## config.mk

```make
export PLATFORM = sky130hd
export DESIGN_NAME = store_commit_buffer
export DESIGN_NICKNAME = d
export VERILOG_FILES = /design/src/rtl/store_commit_buffer.sv
export SDC_FILE = /design/constraint.sdc
export NUM_CORES = 1
export LEC_CHECK = 0
export ABC_AREA = 1
export ABC_CLOCK_PERIOD_IN_PS = 5940
export CAP_MARGIN = 25
export CORE_MARGIN = 3
export CORE_UTILIZATION = 44
export DETAILED_ROUTE_END_ITERATION = 6
export GPL_ROUTABILITY_DRIVEN = 0
export HOLD_SLACK_MARGIN = 0.12
export PLACE_DENSITY = 0.67
export SYNTH_ARGS = -nofsm -noshare
export SYNTH_HDL_FRONTEND = slang
export SYNTH_SLANG_ARGS = --single-unit
```

## constraint.sdc

```tcl
create_clock -name clock -period 5.94 [get_ports clock]
set_clock_uncertainty 0.1 [all_clocks]
set_input_delay 1.188 -clock clock [delete_from_list [all_inputs] [get_ports clock]]
set_output_delay 1.188 -clock clock [all_outputs]
set_load 0.005 [all_outputs]
```

## src/rtl/store_commit_buffer.sv

```systemverilog
// store_commit_buffer: in-order store buffer that announces completions to the ROB and drains committed stores to memory
module store_commit_buffer #(
    parameter int         DEPTH       = 4,
    parameter logic [5:0] INVALID_ROB = 6'b010000
) (
    input  logic        clock,
    input  logic        reset,
    input  logic        st_valid,
    output logic        st_ready,
    input  logic [5:0]  st_rob,
    input  logic [31:0] st_data,
    input  logic [31:0] st_addr,
    input  logic [2:0]  st_funct3,
    output logic        cast_valid,
    output logic [5:0]  cast_rob,
    input  logic        commit_valid,
    input  logic [5:0]  commit_rob,
    input  logic        flush,
    output logic        mem_req,
    output logic [31:0] mem_addr,
    output logic [31:0] mem_wdata,
    output logic [3:0]  mem_wstrb,
    input  logic        mem_ack,
    output logic        empty,
    output logic        commit_err
);
    localparam int AW = $clog2(DEPTH);
    typedef enum logic {IDLE, REQ} state_t;
    state_t state;
    logic [AW-1:0] head, tail, a_idx, c_idx, idx;
    logic [AW:0] count, n_com;
    logic [DEPTH-1:0] valid, announced, committed;
    logic [5:0] rob [DEPTH];
    logic [31:0] data [DEPTH];
    logic [31:0] addr [DEPTH];
    logic [2:0] funct3 [DEPTH];
    logic push, pop, a_hit, c_hit, c_match;
    logic [3:0] wstrb;
    logic [31:0] wdata;

    assign st_ready = count < (AW+1)'(DEPTH);
    assign empty = count == '0;
    assign push = st_valid && st_ready && !flush;
    assign pop = state == REQ && mem_ack;
    assign c_match = commit_valid && c_hit && rob[c_idx] == commit_rob;
    assign wstrb = funct3[head] == 3'b000 ? 4'b0001 << addr[head][1:0] :
                   funct3[head] == 3'b001 ? (addr[head][1] ? 4'b1100 : 4'b0011) : 4'b1111;
    assign wdata = funct3[head] == 3'b000 ? {4{data[head][7:0]}} :
                   funct3[head] == 3'b001 ? {2{data[head][15:0]}} : data[head];

    // Oldest unannounced entry, oldest uncommitted entry, and committed count after this cycle's commit
    always_comb begin
        a_hit = 1'b0;
        a_idx = head;
        c_hit = 1'b0;
        c_idx = head;
        n_com = '0;
        idx = head;
        for (int i = 0; i < DEPTH; i++) begin
            idx = head + AW'(i);
            if (valid[idx] && !announced[idx] && !a_hit) begin
                a_hit = 1'b1;
                a_idx = idx;
            end
            if (valid[idx] && !committed[idx] && !c_hit) begin
                c_hit = 1'b1;
                c_idx = idx;
            end
            n_com = n_com + (AW+1)'(valid[idx] && committed[idx]);
        end
        n_com = n_com + (AW+1)'(c_match);
    end

    // Entry status, pointers, announcement and commit tracking
    always_ff @(posedge clock or posedge reset) begin
        if (reset) begin
            head <= '0;
            tail <= '0;
            count <= '0;
            valid <= '0;
            announced <= '0;
            committed <= '0;
            cast_valid <= 1'b0;
            cast_rob <= INVALID_ROB;
            commit_err <= 1'b0;
        end else begin
            if (commit_valid && !c_match) commit_err <= 1'b1;
            if (c_match) committed[c_idx] <= 1'b1;
            cast_valid <= a_hit && !flush;
            cast_rob <= a_hit && !flush ? rob[a_idx] : INVALID_ROB;
            if (a_hit && !flush) announced[a_idx] <= 1'b1;
            if (flush) begin
                valid <= valid & (committed | (DEPTH'(c_match) << c_idx));
                tail <= head + n_com[AW-1:0];
                count <= n_com - (AW+1)'(pop);
            end else begin
                tail <= tail + AW'(push);
                count <= count + (AW+1)'(push) - (AW+1)'(pop);
            end
            if (pop) begin
                valid[head] <= 1'b0;
                head <= head + AW'(1);
            end
            if (push) begin
                valid[tail] <= 1'b1;
                announced[tail] <= 1'b0;
                committed[tail] <= 1'b0;
            end
        end
    end

    // Store payload written at the tail on push
    always_ff @(posedge clock) begin
        if (push) begin
            rob[tail] <= st_rob;
            data[tail] <= st_data;
            addr[tail] <= st_addr;
            funct3[tail] <= st_funct3;
        end
    end

    // Drain FSM: issue the committed head store and hold it until memory accepts
    always_ff @(posedge clock or posedge reset) begin
        if (reset) begin
            state <= IDLE;
            mem_req <= 1'b0;
            mem_addr <= '0;
            mem_wdata <= '0;
            mem_wstrb <= '0;
        end else if (state == IDLE) begin
            if (valid[head] && committed[head]) begin
                state <= REQ;
                mem_req <= 1'b1;
                mem_addr <= {addr[head][31:2], 2'b00};
                mem_wdata <= wdata;
                mem_wstrb <= wstrb;
            end
        end else if (mem_ack) begin
            state <= IDLE;
            mem_req <= 1'b0;
        end
    end
endmodule

```

==> metrics <==
Placed Cells=a little under 2000; Crit Path Category=flip-flop to flip-flop; Crit path top cell by count=nand2_1; Clk pin slew, worst setup/hold paths=about 50 ps; layout cells sized above 1=about 8%; final hold violations=0; IO Pins=164; Die Wd=roughly 200 um; # diodes=0; DRC=0; CTS tree=yes; fin nets=1614; Routed Antenna Nets=0; post-cts sizing count=0; gr usage total=20.1%; first-pass GRT wire length=roughly 60000 um; critical path's slowest cell=dfrtp_4; routed len/inst=19.2 um; Layout area overhead=21.4%; maximum clock path buffer count=3; Relative slew margins=a little under two fifths; largest net degree at the start of global routing=about 90; postcts setup bufs=0; FP Rows=69; Distinct cells, synth=45; Avg Inst Size Synth=between 10 and 15 um^2; crit start category=flip-flop; arrival time at the worst endpoint=approximately 5600 ps; Slew Viols, Final=0; DR iter-0 viols=858; Min-Delay Path Class=flip-flop to flip-flop; YS warnings=0; Setup-failing EPs final=0; CP Cell Sequence=inv_4 > ha_1 > inv_1 > nand3_1 > nand2_1 > nand2_2 > nand2_2 > nor2_4 > nand3_4 > nand2_4 > nand2_1 > nand2_1 > nand2_1 > nand3_1 > nand2_1 > nor3_1 > nor3b_1 > fa_1 > fa_1 > ha_1 > inv_1 > ha_1 > xnor2_1 > o21ai_0; core area=35700 um^2; initial antenna violation count=2; PwrDens=564 nW/um^2; CTS Sinks=a little under 400; fin crit period=between 5000 and 6000 ps; detailed-route via count=~11000; H-tree depth=2; PortBufs=around 160; Setup TNS=0 ps; Synth Instances=~1400; run status=finished, final reports clean; die area=38500 um^2; leak pwr=roughly 0.0074 uW; Synth async-reset ratio=between 20% and 30%; Non-Filler Instances=about 2000; Slew @ Worst Pin=928 ps; number of synthesized flops with an enable pin=292; Largest stage delay, worst path=~480 ps; Core Util, Final=54.2%; Hold Buf Count CTS=0; register area share after synthesis=a little over two thirds; DRT Wirelength=38600 um; # fillers=slightly below 3000; worst-skew pair later-pin latency=between 500 and 600 ps; Primary FF master, synth=edfxtp_1; Starting Density=44.6%; die height=about 200 um; Yosys reg bits=between 300 and 400; max-cap check violation count=0; CTS root buf=clkbuf_16; crit path max fanout=30; worst path required time=6250 ps; vias in the first global route=approximately 11000; Setup crit end kind=flip-flop; worst vdd ir=around 0.00031 V; Netlist Area Pre-Place=15900 um^2; vias per cell=approximately 5.4; number of CTS-inserted buffers=42; grt ovf=0; RSZ-0062 raised after global routing=no; fmax=between 150 and 200 MHz; crit share post-route=between 80% and 90%; HPWL Detailed=between 20000 and 25000 um; First-pass DRT Iterations=5
worst max-delay path, delay by kind of cell (launching register included):
kind | cells | cell delay [ps]
flops | 1 | 480
simple gates | 14 | 1850
xor+xnor | 1 | 140
fa+ha+maj | 5 | 1880
buf+inv | 3 | 580
compound gates | 1 | 80
metal layers:
metal | vias up | track usage (%) | routed length [um]
met5 | - | 0 | 34
met4 | 4 | 6.13 | 1010
met3 | 75 | 4.38 | 2610
met2 | 370 | 33.1 | 18500
met1 | 5319 | 27.0 | 16500
li1 | 5118 | - | -
logic make-up after synthesis:
family	after synthesis	synth area share [%]
muxes	1	0.0629
adders and majority gates	14	1.24
buffers and inverters	140	3.68
xor gates and xnor gates	6	0.330
DFF	387	70.0
other	1	0.0236
and+or+nand+nor	517	13.7
AOI/OAI and AO/OA	299	11.0
report_power, final:
group / total (uW) / internal [uW] / switching [uW]
registers: 3640 / 3420 / 219
logic: 4770 / 1690 / 3070
clock network: 2490 / 1450 / 1030
cells in the mapped netlist (2+ instances only):
| master | count | share of area (%) |
|---|---|---|
| a21oi_1 | 49 | 1.5 |
| a221oi_1 | 3 | 0.17 |
| a22oi_1 | 13 | 0.61 |
| a2bb2oi_1 | 12 | 0.66 |
| a32oi_1 | 3 | 0.17 |
| buf_1 | 5 | 0.12 |
| buf_2 | 6 | 0.19 |
| buf_4 | 6 | 0.28 |
| buf_6 | 4 | 0.28 |
| clkbuf_1 | 52 | 1.2 |
| dfrtp_1 | 94 | 15 |
| edfxtp_1 | 292 | 55 |
| fa_1 | 3 | 0.38 |
| ha_1 | 11 | 0.86 |
| inv_1 | 64 | 1.5 |
| inv_2 | 2 | 0.047 |
| nand2_1 | 285 | 6.7 |
| nand2_2 | 10 | 0.39 |
| nand2_4 | 3 | 0.21 |
| nand3_1 | 48 | 1.5 |
| nand3_2 | 5 | 0.31 |
| nand4_1 | 6 | 0.24 |
| nor2_1 | 144 | 3.4 |
| nor2_2 | 3 | 0.12 |
| nor2_4 | 4 | 0.28 |
| nor3_1 | 6 | 0.19 |
| o211ai_1 | 10 | 0.47 |
| o21a_1 | 3 | 0.14 |
| o21ai_0 | 137 | 4.3 |
| o21ai_1 | 3 | 0.094 |
| o221ai_1 | 8 | 0.44 |
| o22ai_1 | 54 | 2.1 |
| xnor2_1 | 3 | 0.17 |
| xor2_1 | 3 | 0.17 |
cell type report:
type	instances	area (um^2)	area share (%)
Sequential cell	387	11200	57.7
Multi-Input combinational cell	839	4220	21.8
Timing Repair Buffer	178	1780	9.21
Clock buffer	58	1190	6.17
Tap cell	461	577	2.98
Inverter	67	260	1.35
Clock inverter	19	146	0.757
per-stage QoR:
step	power [uW]	worst slack (ps)	hold WS (ps)	cell area [um^2]
after detailed placement	8450	754	347	18000
final	10900	694	352	19300
after floorplan	6900	636	351	15900
after global routing	11700	139	398	19300
after global placement	8310	909	342	17900
after CTS	11000	742	359	19300
layout by cell type, fill, tap and decap left out, drive strengths merged:
master         Yosys  routed
nand2            298     298
edfxtp           292     292
clkdlybuf4s50      0     161
nor2             151     151
o21ai            140     140
dfrtp             94      94
inv               66      65
clkbuf            52      58
o22ai             54      54
nand3             54      54
a21oi             50      50
clkinv             1      20
buf               21      17
a22oi             13      13
a2bb2oi           12      12
ha                11      11
o211ai            10      10
o221ai             8       8
nand4              7       7
nor3               6       6
xor2               3       3
xnor2              3       3
a32oi              3       3
a221oi             3       3
o21a               3       3
fa                 3       3
conb               1       2
nor3b              1       1
mux2i              1       1
a21o               1       1
o31ai              1       1
o32ai              1       1
dfstp              1       1
bufinv             0       1
flip-flops by register name, summed over array words and instances, names as in the netlist, 3 cells and up:
signal     count
valid          4
mem_wdata     32
data         128
count          3
announced      4
mem_addr      30
rob           24
mem_wstrb      4
cast_rob       6
committed      4
funct3        12
addr         128
final timing paths:
kind                       cells after the start            to        from  slack, ps
min reg2reg                                    1    commit_err  commit_err        350
min                                            1    commit_err  commit_err        350
max in group asynchronous                      3       head[0]       reset       3600
max reg2reg                                   24      count[2]     head[0]        690
max                                           24      count[2]     head[0]        690
min in group asynchronous                      2  mem_addr[21]       reset       1080
No activity file was read; power rests on OpenSTA's default activity.
